File: config.mk
export PLATFORM = sky130hd
export DESIGN_NAME = rob_multiport
export DESIGN_NICKNAME = d
export VERILOG_FILES = /design/src/rtl/rob_pkg.sv /design/src/rtl/rob_retire_select.sv /design/src/rtl/rob_multiport.sv
export SDC_FILE = /design/constraint.sdc
export NUM_CORES = 2
export LEC_CHECK = 0
export CAP_MARGIN = 20
export CELL_PAD_IN_SITES_DETAIL_PLACEMENT = 0
export CELL_PAD_IN_SITES_GLOBAL_PLACEMENT = 2
export CORE_MARGIN = 1
export CORE_UTILIZATION = 37
export CTS_BUF_LIST = sky130_fd_sc_hd__clkbuf_4 sky130_fd_sc_hd__clkbuf_8 sky130_fd_sc_hd__clkbuf_16
export DETAILED_ROUTE_END_ITERATION = 7
export PLACE_DENSITY = 0.78
export SYNTH_ARGS = -nofsm -noshare
export SYNTH_HDL_FRONTEND = slang
export SYNTH_SLANG_ARGS = --single-unit
File: constraint.sdc
create_clock -name clk -period 6.53 [get_ports clk]
set_input_delay 1.959 -clock clk [delete_from_list [all_inputs] [get_ports clk]]
set_output_delay 1.959 -clock clk [all_outputs]
set_load 0.05 [all_outputs]
File: src/rtl/rob_pkg.sv
// Shared widths and types for the multiport reorder buffer.
// Defaults describe the standard 16-entry configuration.
package rob_pkg;

  localparam int unsigned ROB_DEPTH  = 16;
  localparam int unsigned ROB_DATA_W = 16;
  localparam int unsigned ROB_AREG_W = 4;
  localparam int unsigned IDX_W      = $clog2(ROB_DEPTH);

  typedef logic [IDX_W-1:0] rob_tag_t;
  typedef logic [IDX_W:0]   rob_ptr_t;

  typedef struct packed {
    logic                  valid;
    logic                  done;
    logic [ROB_AREG_W-1:0] areg;
    logic [ROB_DATA_W-1:0] data;
  } rob_entry_t;

endpackage

File: src/rtl/rob_retire_select.sv
// Counts the leading run of ready entries at the retire head.
module rob_retire_select #(
  parameter int unsigned WIDTH = 4,
  localparam int unsigned KW = $clog2(WIDTH + 1)
) (
  input  logic [WIDTH-1:0] ready,
  output logic [KW-1:0]    k
);

  logic run;

  always_comb begin
    k   = '0;
    run = 1'b1;
    for (int i = 0; i < int'(WIDTH); i++) begin
      run = run & ready[i];
      if (run) k = KW'(i + 1);
    end
  end

endmodule

File: src/rtl/rob_multiport.sv
// Parametrised reorder buffer: in-order allocate, out-of-order complete,
// in-order multi-lane retire with registered write ports, flush and lookups.
module rob_multiport
  import rob_pkg::*;
#(
  parameter int unsigned DEPTH      = ROB_DEPTH,
  parameter int unsigned DATA_W     = ROB_DATA_W,
  parameter int unsigned AREG_W     = ROB_AREG_W,
  parameter int unsigned DISPATCH_W = 4,
  parameter int unsigned COMPLETE_W = 4,
  parameter int unsigned RETIRE_W   = 4,
  parameter int unsigned RD_PORTS   = 2,
  localparam int unsigned IW = $clog2(DEPTH),
  localparam int unsigned NW = $clog2(DISPATCH_W + 1)
) (
  input  logic                                 clk,
  input  logic                                 rst_n,
  input  logic [NW-1:0]                        disp_num,
  input  logic [DISPATCH_W-1:0][AREG_W-1:0]    disp_areg,
  output logic                                 disp_ready,
  output logic [DISPATCH_W-1:0][IW-1:0]        disp_tag,
  input  logic [COMPLETE_W-1:0]                cmp_valid,
  input  logic [COMPLETE_W-1:0][IW-1:0]        cmp_tag,
  input  logic [COMPLETE_W-1:0][DATA_W-1:0]    cmp_data,
  input  logic [RD_PORTS-1:0][IW-1:0]          rd_tag,
  output logic [RD_PORTS-1:0]                  rd_done,
  output logic [RD_PORTS-1:0][DATA_W-1:0]      rd_data,
  input  logic                                 flush,
  output logic [RETIRE_W-1:0]                  ret_valid,
  output logic [RETIRE_W-1:0][AREG_W-1:0]      ret_areg,
  output logic [RETIRE_W-1:0][DATA_W-1:0]      ret_data,
  output logic [RETIRE_W-1:0][IW-1:0]          ret_tag,
  output logic [IW:0]                          count,
  output logic                                 empty,
  output logic                                 full
);

  localparam int unsigned PW = IW + 1;
  localparam int unsigned KW = $clog2(RETIRE_W + 1);

  logic [PW-1:0]     alloc_ptr_q, alloc_ptr_d, ret_ptr_q, ret_ptr_d, free_cnt;
  logic [DEPTH-1:0]  valid_q, valid_d, done_q, done_d, retiring;
  logic [AREG_W-1:0] areg_q [DEPTH];
  logic [AREG_W-1:0] areg_d [DEPTH];
  logic [DATA_W-1:0] data_q [DEPTH];
  logic [DATA_W-1:0] data_d [DEPTH];
  logic [IW-1:0]     ret_idx [RETIRE_W];
  logic [RETIRE_W-1:0] ret_ready, ret_valid_d;
  logic [RETIRE_W-1:0][AREG_W-1:0] ret_areg_d;
  logic [RETIRE_W-1:0][DATA_W-1:0] ret_data_d;
  logic [RETIRE_W-1:0][IW-1:0]     ret_tag_d;
  logic [KW-1:0]     ret_k;
  logic              disp_accept;

  // Pointers carry a wrap bit, so plain subtraction yields 0..DEPTH.
  assign count       = alloc_ptr_q - ret_ptr_q;
  assign empty       = (count == '0);
  assign full        = (count == PW'(DEPTH));
  assign free_cnt    = PW'(DEPTH) - count;
  assign disp_ready  = (int'(disp_num) <= int'(free_cnt));
  assign disp_accept = (disp_num != '0) && disp_ready;

  always_comb begin
    for (int i = 0; i < int'(DISPATCH_W); i++) disp_tag[i] = alloc_ptr_q[IW-1:0] + IW'(i);
    for (int i = 0; i < int'(RETIRE_W); i++) ret_idx[i] = ret_ptr_q[IW-1:0] + IW'(i);
  end

  always_comb begin
    for (int i = 0; i < int'(RETIRE_W); i++) begin
      ret_ready[i] = valid_q[ret_idx[i]] & done_q[ret_idx[i]] & (i < int'(count));
    end
  end

  rob_retire_select #(
    .WIDTH(RETIRE_W)
  ) u_retire_select (
    .ready(ret_ready),
    .k    (ret_k)
  );

  always_comb begin
    for (int p = 0; p < int'(RD_PORTS); p++) begin
      rd_done[p] = valid_q[rd_tag[p]] & done_q[rd_tag[p]];
      rd_data[p] = data_q[rd_tag[p]];
    end
  end

  always_comb begin
    valid_d     = valid_q;
    done_d      = done_q;
    areg_d      = areg_q;
    data_d      = data_q;
    alloc_ptr_d = alloc_ptr_q;
    ret_ptr_d   = ret_ptr_q;
    ret_valid_d = '0;
    ret_areg_d  = ret_areg;
    ret_data_d  = ret_data;
    ret_tag_d   = ret_tag;
    retiring    = '0;
    for (int i = 0; i < int'(RETIRE_W); i++) begin
      if (i < int'(ret_k)) retiring[ret_idx[i]] = 1'b1;
    end
    if (flush) begin
      valid_d     = '0;
      alloc_ptr_d = ret_ptr_q;
    end else begin
      // Ascending lane order lets the highest lane win on duplicate tags.
      for (int j = 0; j < int'(COMPLETE_W); j++) begin
        if (cmp_valid[j] && valid_q[cmp_tag[j]] && !retiring[cmp_tag[j]]) begin
          done_d[cmp_tag[j]] = 1'b1;
          data_d[cmp_tag[j]] = cmp_data[j];
        end
      end
      for (int i = 0; i < int'(RETIRE_W); i++) begin
        if (i < int'(ret_k)) begin
          valid_d[ret_idx[i]] = 1'b0;
          ret_valid_d[i]      = 1'b1;
          ret_areg_d[i]       = areg_q[ret_idx[i]];
          ret_data_d[i]       = data_q[ret_idx[i]];
          ret_tag_d[i]        = ret_idx[i];
        end
      end
      ret_ptr_d = ret_ptr_q + PW'(ret_k);
      if (disp_accept) begin
        for (int i = 0; i < int'(DISPATCH_W); i++) begin
          if (i < int'(disp_num)) begin
            valid_d[disp_tag[i]] = 1'b1;
            done_d[disp_tag[i]]  = 1'b0;
            areg_d[disp_tag[i]]  = disp_areg[i];
          end
        end
        alloc_ptr_d = alloc_ptr_q + PW'(disp_num);
      end
    end
  end

  always_ff @(posedge clk or negedge rst_n) begin
    if (!rst_n) begin
      alloc_ptr_q <= '0;
      ret_ptr_q   <= '0;
      valid_q     <= '0;
      done_q      <= '0;
      ret_valid   <= '0;
      ret_areg    <= '0;
      ret_data    <= '0;
      ret_tag     <= '0;
    end else begin
      alloc_ptr_q <= alloc_ptr_d;
      ret_ptr_q   <= ret_ptr_d;
      valid_q     <= valid_d;
      done_q      <= done_d;
      ret_valid   <= ret_valid_d;
      ret_areg    <= ret_areg_d;
      ret_data    <= ret_data_d;
      ret_tag     <= ret_tag_d;
    end
  end

  // Entry payload is intentionally left out of reset.
  always_ff @(posedge clk) begin
    areg_q <= areg_d;
    data_q <= data_d;
  end

endmodule

==> metrics.md <==
| Metric | Value |
|---|---|
| Syn nets | 4,309 |
| Synth Instances | 4,156 |
| Cell family with most CP delay | multiplexers |
| H-tree levels | 2 |
| Clock root buffer | clkbuf_16 |
| Fin. Hold Viols | 0 |
| Top_reg_cell synth | edfxtp_1 |
| Worst-path clk slew | 0.06 ns |
| Crit path required time | 4.57 ns |
| Leakage | 18.7 nW |
| PD cells | 396 nW/µm² |
| Switching Share | 46.8% |
| Top post-synthesis cells by area | mux4_2, edfxtp_1, dfrtp_1 |
| Core area | 120,000 µm² |
| Final setup fails | 0 |
| Top-area cell type share of the netlist area | 29.4% |
| Min Hold Slack | 0.470 ns |
| Peak VDD IR | 0.000328 V |
| Share of cells above drive strength 1 | about 26% |
| Setup Skew | around 0.033 ns |
| Setup TNS | 0 ns |
| Yosys reg bits | ~460 |
| Post-CTS Resized | 0 |
| Power Internal | 11.1 mW |
| Max Cap Viol | 0 |
| Vias per cell | between 7 and 8 |
| Total Routed Length | roughly 240,000 µm |
| Setup WS post-layout | 0.589 ns |
| Synthesized area per cell | 10.8 µm² |
| Critical Path AT | 3.98 ns |
| Pre-CTS WS | 0.606 ns |
| Crit end category | output pin |
| Slew Limit Fails | 0 |
| GR Util All Layers | 39.0% |
| Crit path largest cell delay | approximately 0.58 ns |
| Number of synthesized flops with an enable pin | 320 |
| Cts hold-fix bufs | 0 |
| Crit Path Max Fanout | 24 |
| GRT overflow | 0 |
| Num CTS Buffers | 59 |
| Final core utilization | 43.7% |
| Post-CTS Setup Inserts | 0 |
| 1st-iter DRT viols | 7,941 |
| Final min period | 5.94 ns |
| Seq/Total Area, Yosys | 29.2% |
| Hpwl dp | between 150,000 and 200,000 µm |
| Crit Path Category | input pin to output pin |
| Cell Count Post-Placement | 5,810 |
| Failing checks | design-rule violations |
| Initial antenna violation count | 15 |
| Crit path buf inv count | 3 |
| R2r setup slk | 0.77 ns |
| DRC | 3 |
| P_sw | 9.74 mW |
| Total Power | 20.8 mW |
| Largest net degree at the start of global routing | between 150 and 200 |
| Status | finished, violations left |
| Fraction of registers with async set/reset | approximately 31% |
| Combinational power share | between 50% and 60% |
| Clock Sinks | 462 |
| Synth unique cells | 97 |
| CP Cell Sequence | buf_4 -> buf_12 -> mux4_2 -> mux4_2 -> buf_12 |
| Latest clock arrival within the worst-skew pair | 0.71 ns |
| Via count | 45,200 |
| Die area | 123,000 µm² |
| Cell with the largest stage delay on the worst path | mux4_2 |
| Final net count | 4,415 |
| Worst slew margin | between 10% and 20% |
| GP Congestion | approximately 1.0 |
| # IOs | about 270 |
| Cell taking the most area after synthesis | mux4_2 |
| WL per Instance | 41.3 µm |
| Placed Area | 50,400 µm² |
| FMAX | about 170 MHz |
| CTS tree | yes |
| Clock Path Buffers | 3 |
| Mapped cell area | 45,000 µm² |
| Clk pwr share | roughly 17% |
| Number of global-route vias before repair | 41,300 |
| Antenna Nets Post-Route | 0 |
| Hold Path Class | register to register |
| Reg power frac | 24.0% |
| CP startpoint kind | input pin |
| Ys Warns | 0 |
| Die Ht | 351 µm |
| Filler Cell Count | 11,300 |
| Initial core utilization | about 37% |
| Row cnt | 127 |
| Unrepaired setup endpoints after global routing | no |
| I/O Buffers | 271 |
| Post-route cell area | 52,600 µm² |
| Tcrit/Tclk final | 91.0% |
| Slew @ Worst Pin | 1.22 ns |
| Drt first pass iters | 8 |
| Area grow syn2layout | 16.7% |
| Post-route insts no fill | approximately 6,000 |
| First-pass GRT wire length | 338,000 µm |
| Die Wd | 351 µm |
-- registers in the layout (all words and copies together), names as in the netlist, 16 cells and up --
name	flops
done_q	16
ret_tag	16
data_q	256
valid_q	16
ret_areg	16
areg_q	64
ret_data	64
-- kinds of logic (layout without fill, tap and decap cells) --
group                      after synthesis  in the layout  share of synthesized area [%]
other                                    0              9                              0
muxes                                  825            825                           34.8
xor gates and xnor gates                25             25                          0.519
adders and majority gates               39             39                           1.13
AOI/OAI and AO/OA                     1197           1197                           18.9
and+or+nand+nor                       1055           1055                           10.5
buffers and inverters                  553            704                           4.87
DFF                                    462            462                           29.2
-- cell usage after synthesis, drive strengths merged (14+ instances only) --
master,number
edfxtp,320
buf,114
a21oi,155
ha,36
a221o,61
o2bb2ai,66
nor2b,55
xnor2,14
a211o,33
mux4,587
a222oi,15
a22oi,144
o221ai,60
nand2,492
nor3,54
or3,14
nor2,263
a2111oi,35
inv,101
o21ai,300
a211oi,46
a31oi,43
clkbuf,337
mux2,65
a221oi,143
and3,19
nand4,16
dfrtp,142
nand2b,14
nand3,47
or2,14
and2,28
mux2i,173
-- area by class of cell --
cell class | instances | area, µm² | area share, %
Multi-Input combinational cell | 3141 | 30000 | 57.1
Sequential cell | 462 | 13200 | 25.0
Timing Repair Buffer | 496 | 4930 | 9.38
Tap cell | 1612 | 2020 | 3.84
Clock buffer | 89 | 1900 | 3.62
Inverter | 102 | 390 | 0.742
Clock inverter | 17 | 139 | 0.264
Antenna cell | 9 | 22.5 | 0.0428
-- cells in the final DEF, fill, tap and decap left out, drive strengths merged, types with 55 or more instances in the layout --
cell type and instances:
o21ai 300, o2bb2ai 66, nor2 263, a221oi 143
nor2b 55, o221ai 60, a22oi 144, nand2 492
clkbuf 89, mux2 65, dfrtp 142, a21oi 155
a221o 61, inv 105, mux2i 173, mux4 587
edfxtp 320, clkdlybuf4s50 227, buf 269
-- power by group through the flow --
stage	logic [mW]	registers (mW)	clock network (mW)
finish	12.3	5.01	3.57
global route	12.8	5.02	3.65
CTS	11.9	4.92	3.56
detailed placement	11.9	4.98	0
global placement	11.8	4.95	0
floorplan	7.74	4.80	0
-- per-layer routing --
layer / wire, µm / track usage [%] / vias up
met3: 42400 / 18.2 / 869
li1: - / - / 17200
met4: 14000 / 18.9 / 30
met2: 99100 / 53.6 / 4467
met5: 689 / 3.06 / -
met1: 88700 / 51.0 / 22600
-- final timing paths --
check,start,end,cells past startpoint
max,rd_tag[5],rd_data[22],5
min,ret_data[17],ret_data[17],2
max reg2reg,ret_ptr_q[0],data_q[8],16
min reg2reg,ret_data[17],ret_data[17],2
max in group asynchronous,rst_n,ret_ptr_q[0],2
min in group asynchronous,rst_n,ret_data[25],1
-- worst reg2reg max path: cells and delay by family, from the launching register on --
family | cells | cell delay [ns]
xor gates and xnor gates | 1 | 0.79
adders and majority gates | 1 | 0.33
AOI/OAI and AO/OA | 4 | 1.23
and+or+nand+nor | 4 | 0.76
DFF | 1 | 0.58
muxes | 2 | 0.84
buffers and inverters | 4 | 1.03
Power figures use the tool's default switching activity.
